## config.mk

```make
export PLATFORM = sky130hd
export DESIGN_NAME = propose_integer_seq
export DESIGN_NICKNAME = d
export VERILOG_FILES = /design/src/rtl/propose_pkg.sv /design/src/rtl/clause_bound_reduce.sv /design/src/rtl/propose_integer_seq.sv
export SDC_FILE = /design/constraint.sdc
export NUM_CORES = 1
export LEC_CHECK = 0
export CORE_ASPECT_RATIO = 1.25
export CORE_MARGIN = 2
export CORE_UTILIZATION = 40
export CTS_CLUSTER_DIAMETER = 100
export CTS_CLUSTER_SIZE = 25
export DETAILED_ROUTE_END_ITERATION = 10
export DONT_BUFFER_PORTS = 1
export SYNTH_ARGS = -nofsm -noshare
export SYNTH_HDL_FRONTEND = slang
export SYNTH_SLANG_ARGS = --single-unit
```

## constraint.sdc

```tcl
create_clock -name clk -period 16.5 [get_ports clk]
set_clock_uncertainty 0.15 [all_clocks]
set_input_delay 4.125 -clock clk [delete_from_list [all_inputs] [get_ports clk]]
set_output_delay 4.125 -clock clk [all_outputs]
set_load 0.01 [all_outputs]
```

## src/rtl/propose_pkg.sv

```systemverilog
// Shared constants, state encoding and width helpers for the integer proposer.
package propose_pkg;

  localparam logic [1:0] COEF_ZERO = 2'b00;
  localparam logic [1:0] COEF_POS  = 2'b01;
  localparam logic [1:0] COEF_NEG  = 2'b11;

  typedef enum logic [1:0] {
    S_IDLE,
    S_REDUCE,
    S_SAMPLE
  } state_t;

  function automatic int vmin(input int val_w);
    return -(1 << (val_w - 1));
  endfunction

  function automatic int vmax(input int val_w);
    return (1 << (val_w - 1)) - 1;
  endfunction

  // Room for a bias plus NUM_VARS-1 signed terms without overflow.
  function automatic int sum_width(input int val_w, input int num_vars);
    return val_w + $clog2(num_vars) + 1;
  endfunction

  function automatic int idx_width(input int num_vars);
    return (num_vars > 1) ? $clog2(num_vars) : 1;
  endfunction

endpackage

```

## src/rtl/clause_bound_reduce.sv

```systemverilog
// Reduces one linear clause to a clamped bound on the selected variable.
module clause_bound_reduce
  import propose_pkg::*;
#(
  parameter int NUM_VARS = 4,
  parameter int VAL_W    = 8,
  parameter int IDX_W    = idx_width(NUM_VARS)
) (
  input  logic [NUM_VARS*2-1:0]     coef_row,
  input  logic [VAL_W-1:0]          bias,
  input  logic [NUM_VARS*VAL_W-1:0] assignments,
  input  logic [IDX_W-1:0]          index,
  output logic                      active,
  output logic                      is_upper,
  output logic [VAL_W-1:0]          bound
);

  localparam int SUM_W = sum_width(VAL_W, NUM_VARS);
  localparam logic signed [SUM_W-1:0] LIM_LO = SUM_W'(vmin(VAL_W));
  localparam logic signed [SUM_W-1:0] LIM_HI = SUM_W'(vmax(VAL_W));

  logic signed [SUM_W-1:0] sum;
  logic signed [SUM_W-1:0] x_ext;
  logic signed [SUM_W-1:0] raw;
  logic [1:0]              c_k;

  always_comb begin
    sum   = SUM_W'(signed'(bias));
    x_ext = '0;
    c_k   = COEF_ZERO;
    for (int i = 0; i < NUM_VARS; i++) begin
      x_ext = SUM_W'(signed'(assignments[i*VAL_W +: VAL_W]));
      if (index == IDX_W'(i)) begin
        c_k = coef_row[2*i +: 2];
      end else begin
        case (coef_row[2*i +: 2])
          COEF_POS: sum = sum + x_ext;
          COEF_NEG: sum = sum - x_ext;
          default:  sum = sum;
        endcase
      end
    end
    active   = (c_k == COEF_POS) || (c_k == COEF_NEG);
    is_upper = (c_k == COEF_POS);
    raw      = is_upper ? -sum : sum;
    if (raw < LIM_LO) begin
      raw = LIM_LO;
    end else if (raw > LIM_HI) begin
      raw = LIM_HI;
    end
    bound = raw[VAL_W-1:0];
  end

endmodule

```

## src/rtl/propose_integer_seq.sv

```systemverilog
// Sequential integer proposer: one clause per cycle narrows [lo,hi], then a
// uniform draw from the interval replaces the selected variable.
//
//   state    | meaning
//   S_IDLE   | waiting for in_start; result outputs hold
//   S_REDUCE | intersect bound of clause[cnt], NUM_CLAUSES cycles
//   S_SAMPLE | draw value from [lo,hi] and register the result
module propose_integer_seq
  import propose_pkg::*;
#(
  parameter int NUM_VARS    = 4,
  parameter int NUM_CLAUSES = 8,
  parameter int VAL_W       = 8,
  parameter int RAND_W      = 16,
  parameter int IDX_W       = idx_width(NUM_VARS)
) (
  input  logic                              clk,
  input  logic                              reset_n,
  input  logic                              in_start,
  input  logic [IDX_W-1:0]                  in_variable_index,
  input  logic [NUM_CLAUSES*NUM_VARS*2-1:0] in_coefficients,
  input  logic [NUM_CLAUSES*VAL_W-1:0]      in_biases,
  input  logic [NUM_VARS*VAL_W-1:0]         in_assignments_old,
  input  logic [RAND_W-1:0]                 in_random,
  output logic                              out_busy,
  output logic                              out_valid,
  output logic [NUM_VARS*VAL_W-1:0]         out_assignments_new,
  output logic [VAL_W-1:0]                  out_new_value,
  output logic                              out_conflict,
  output logic [$clog2(NUM_CLAUSES+1)-1:0]  out_active_count
);

  localparam int CNT_W = (NUM_CLAUSES > 1) ? $clog2(NUM_CLAUSES) : 1;
  localparam int ACT_W = $clog2(NUM_CLAUSES + 1);
  localparam logic signed [VAL_W-1:0] VMIN = VAL_W'(vmin(VAL_W));
  localparam logic signed [VAL_W-1:0] VMAX = VAL_W'(vmax(VAL_W));
  localparam logic [CNT_W-1:0] LAST = CNT_W'(NUM_CLAUSES - 1);
  localparam logic [IDX_W:0]   NV   = (IDX_W+1)'(NUM_VARS);
  localparam logic [VAL_W:0]   SPAN_ONE = (VAL_W+1)'(1);
  localparam logic [ACT_W-1:0] ACT_ONE  = ACT_W'(1);

  state_t                    state;
  logic [CNT_W-1:0]          cnt;
  logic [IDX_W-1:0]          idx_q;
  logic                      idx_ok_q;
  logic [NUM_VARS*VAL_W-1:0] asg_q;
  logic signed [VAL_W-1:0]   lo;
  logic signed [VAL_W-1:0]   hi;
  logic [ACT_W-1:0]          act_cnt;

  logic [NUM_VARS*2-1:0]     row;
  logic [VAL_W-1:0]          row_bias;
  logic                      c_active;
  logic                      c_upper;
  logic signed [VAL_W-1:0]   c_bound;

  assign row      = in_coefficients[cnt*NUM_VARS*2 +: NUM_VARS*2];
  assign row_bias = in_biases[cnt*VAL_W +: VAL_W];

  clause_bound_reduce #(
    .NUM_VARS (NUM_VARS),
    .VAL_W    (VAL_W),
    .IDX_W    (IDX_W)
  ) u_reduce (
    .coef_row    (row),
    .bias        (row_bias),
    .assignments (asg_q),
    .index       (idx_q),
    .active      (c_active),
    .is_upper    (c_upper),
    .bound       (c_bound)
  );

  logic [VAL_W:0]            lo_x;
  logic [VAL_W:0]            hi_x;
  logic [VAL_W:0]            span;
  logic [RAND_W+VAL_W:0]     prod;
  logic [VAL_W-1:0]          draw;
  logic [VAL_W-1:0]          old_val;
  logic [NUM_VARS*VAL_W-1:0] merged;
  logic                      conflict;

  // The offset (rand*span)>>RAND_W is always below span, so the VAL_W-bit
  // wrap of lo+offset lands inside [lo,hi].
  always_comb begin
    lo_x    = {lo[VAL_W-1], lo};
    hi_x    = {hi[VAL_W-1], hi};
    span    = hi_x - lo_x + SPAN_ONE;
    prod    = {{(VAL_W+1){1'b0}}, in_random} * {{RAND_W{1'b0}}, span};
    draw    = lo + prod[RAND_W +: VAL_W];
    old_val = '0;
    merged  = asg_q;
    for (int i = 0; i < NUM_VARS; i++) begin
      if (idx_q == IDX_W'(i)) begin
        old_val                  = asg_q[i*VAL_W +: VAL_W];
        merged[i*VAL_W +: VAL_W] = draw;
      end
    end
    conflict = !idx_ok_q || (lo > hi);
  end

  always_ff @(posedge clk) begin
    if (!reset_n) begin
      state               <= S_IDLE;
      cnt                 <= '0;
      idx_q               <= '0;
      idx_ok_q            <= 1'b0;
      asg_q               <= '0;
      lo                  <= '0;
      hi                  <= '0;
      act_cnt             <= '0;
      out_busy            <= 1'b0;
      out_valid           <= 1'b0;
      out_conflict        <= 1'b0;
      out_new_value       <= '0;
      out_assignments_new <= '0;
      out_active_count    <= '0;
    end else begin
      out_valid <= 1'b0;
      case (state)
        S_IDLE: begin
          if (in_start) begin
            idx_q    <= in_variable_index;
            idx_ok_q <= ({1'b0, in_variable_index} < NV);
            asg_q    <= in_assignments_old;
            lo       <= VMIN;
            hi       <= VMAX;
            cnt      <= '0;
            act_cnt  <= '0;
            out_busy <= 1'b1;
            state    <= S_REDUCE;
          end
        end
        S_REDUCE: begin
          if (c_active) begin
            act_cnt <= act_cnt + ACT_ONE;
            if (c_upper) begin
              if (c_bound < hi) hi <= c_bound;
            end else begin
              if (c_bound > lo) lo <= c_bound;
            end
          end
          if (cnt == LAST) begin
            state <= S_SAMPLE;
          end else begin
            cnt <= cnt + 1'b1;
          end
        end
        S_SAMPLE: begin
          out_valid           <= 1'b1;
          out_busy            <= 1'b0;
          out_conflict        <= conflict;
          out_new_value       <= conflict ? old_val : draw;
          out_assignments_new <= conflict ? asg_q : merged;
          out_active_count    <= act_cnt;
          state               <= S_IDLE;
        end
        default: state <= S_IDLE;
      endcase
    end
  end

endmodule

```

==> run summary <==
Layout fillers: 3505
CP Launch Type: primary input
Yosys warning total: 0
FF-to-FF setup slack: 4.53 ns
CP endpoint kind: flip-flop
Initial antenna violation count: 3
EDFF count, synth: 0
Grt ovf: 0
Vias/cell: 5.76
CP dominant cell by count: a21oi_1
Gpl congestion: 1.08
Syn Area/Cell: 8.26 sq um
Port Buffers: 0
Sequential fraction of the synthesis area: 0.153
Hold Buf Count CTS: 0
Total CTS buffers: 9
CTS tree: built
Synthesis-to-layout area growth: 5.05%
Fin nets: 2053
Worst-path clk slew: 0.08 ns
HPWL Detailed: 36.4 mm
Max Cap Violations: 0
Die area: 36600 sq um
Ranking of synthesized cells by area: dfxtp_1 (15%), fa_1 (15%), ha_1 (11%)
Tcrit/Tclk final: 0.895
Worst Tran Pin Value: 1.07 ns
Per-cell routed wire length: 21.1 um
First-pass GRT wire length: 69.3 mm
Critical Path RT: 16.63 ns
CTS Sinks: 107
Post-layout minimum cycle time: 14.77 ns
Ys async rst share: 0
CTS Buffer Depth: 2
Dpl cells: 2097
Met1 Usage GRT: 0.294
1st-iter DRT viols: 743
Most frequent cells in the layout: nand2_1 (252), inv_1 (146), ha_1 (128)
Total number of vias: 12188
Vias in the first global route: 12272
CTS Root Buffer Type: clkbuf_16
Final hold viol count: 0
Layout cells sized above 1: 0.0736
Top-area cell type share of the netlist area: 0.153
FMAX: 0.0677 GHz
Post-synth net total: 2110
Hold Path Cell Cnt: 2
Hold WC Path Type: reg2reg
DRC: 0
Area of the core: 34500 sq um
Cell taking the most area after synthesis: dfxtp_1
H-tree levels: 3
Slew headroom: 0.288
Post-route setup TNS: 0 ns
Post-CTS Setup Bufs: 0
Class of the most critical setup path: in2reg
Final Non-Filler Cells: 2115
Depth of the worst register-to-register path: 52
Setup violators final: 0
Slowest library cell on the worst path: a32oi_1
Grt met2 use: 0.454
Reg2reg end: lo[0]
Final wirelength: 44.6 mm
Routed Antenna Nets: 0
Largest net degree at the start of global routing: 84
Unique masters post-synth: 82
Clock Latency Late Sink: 0.36 ns
Post-Synthesis Cells: 1697
GRT Util Overall: 0.246
Ys flop type: dfxtp_1
Initial Util: 0.406
Arrival @ worst endpoint: 14.90 ns
GRT busiest layer: met2
Row count: 76
Outcome: completed
Most common cell after layout, fill and taps aside: nand2_1
Initial DRT Pass Iterations: 5
CP Max Fanout: 11
Met3 GRT Util: 0.0358
Slew Viols, Final: 0
Hold path startpoint: idx_ok_q
Start of the worst register-to-register path: cnt[0]
Register bit total from synthesis: 107
Die H: 213 um
Die Wd: 171 um
CP peak stage delay: 0.52 ns
Hold Path End: idx_ok_q
# resized after CTS: 0
RSZ-0062 raised after global routing: no
IO Count: 228
Post-Syn Area: 14000 sq um
==> Yosys cell counts (10+ instances only) <==
library cell	n
buf_1	12
mux4_2	34
nor2_1	118
nand3_1	23
xnor2_1	56
dfxtp_1	107
nor2b_1	19
o21ai_0	50
xor2_1	15
nand2b_1	16
and2_1	55
mux2_2	19
and3_1	12
o21a_1	14
a22oi_1	20
ha_1	128
inv_1	147
mux2i_1	37
fa_1	104
a311oi_1	12
nand2_1	252
o211ai_1	12
o211a_1	10
or3_1	13
nor3_1	35
a21o_1	26
a31oi_1	10
clkbuf_1	64
a21oi_1	120
==> logic make-up after synthesis <==
| kind of cell | Yosys count | share of synthesized area |
|---|---|---|
| flops | 107 | 0.153 |
| mux | 96 | 0.101 |
| buf+inv | 235 | 0.0659 |
| xor+xnor | 71 | 0.0444 |
| compound gates | 362 | 0.174 |
| simple gates | 594 | 0.199 |
| fa+ha+maj | 232 | 0.263 |
==> per-layer routing <==
layer | vias to the layer above | wire (um) | part of all wire
met5 | - | 43 | 0.00096
met4 | 6 | 1160 | 0.026
met3 | 65 | 2040 | 0.046
met2 | 312 | 23300 | 0.52
met1 | 6033 | 18000 | 0.40
li1 | 5772 | - | -
==> worst max-delay path by stage <==
| stage | startpoint | end | slack [ns] | cells past startpoint |
|---|---|---|---|---|
| floorplan | in_coefficients[8] | lo[1] | 2.88 | 52 |
| CTS | in_coefficients[8] | lo[4] | 1.87 | 51 |
| finish | in_coefficients[8] | lo[0] | 1.73 | 51 |
| global placement | in_coefficients[8] | lo[4] | 1.78 | 51 |
| global route | in_coefficients[8] | lo[0] | 0.88 | 50 |
| detailed placement | in_coefficients[8] | lo[4] | 1.55 | 51 |
==> flip-flops by register name, indices dropped and copies added (netlist names), 2 cells and up <==
name and count:
act_cnt 4, asg_q 32, cnt 3, hi 8, idx_q 2, lo 8
out_active_count 4, out_assignments_new 32, out_new_value 8, state 2
==> cell type report <==
cell class	instances	area, sq um	area share
multi-input combinational	1355	11000	0.745
sequential	107	2140	0.146
tap	468	586	0.0398
inverter	148	556	0.0377
clock buffer	9	225	0.0153
timing repair buffer	19	143	0.00968
clock inverter	7	93.8	0.00637
antenna	2	5.00	0.000340
==> critical path: cells and delay by family <==
family	cells	cell delay (ns)
and+or+nand+nor	14	3.24
muxes	2	0.55
adders and majority gates	5	1.66
xor gates and xnor gates	1	0.51
buffers and inverters	2	0.18
AOI/OAI and AO/OA	27	4.65
==> metrics by stage <==
step                       util  cell area, sq um  setup slack, ns  hold slack, ns
after floorplan               -             14000             2.88           0.284
after global placement    0.417             14400             1.78           0.299
after detailed placement  0.417             14400             1.55           0.303
after CTS                 0.427             14700             1.87           0.323
after global routing      0.427             14700            0.881           0.351
final                     0.427             14700             1.73           0.319
Power is not shown: default switching activity piles up to over one toggle a cycle in this logic, so the estimate is an artifact.
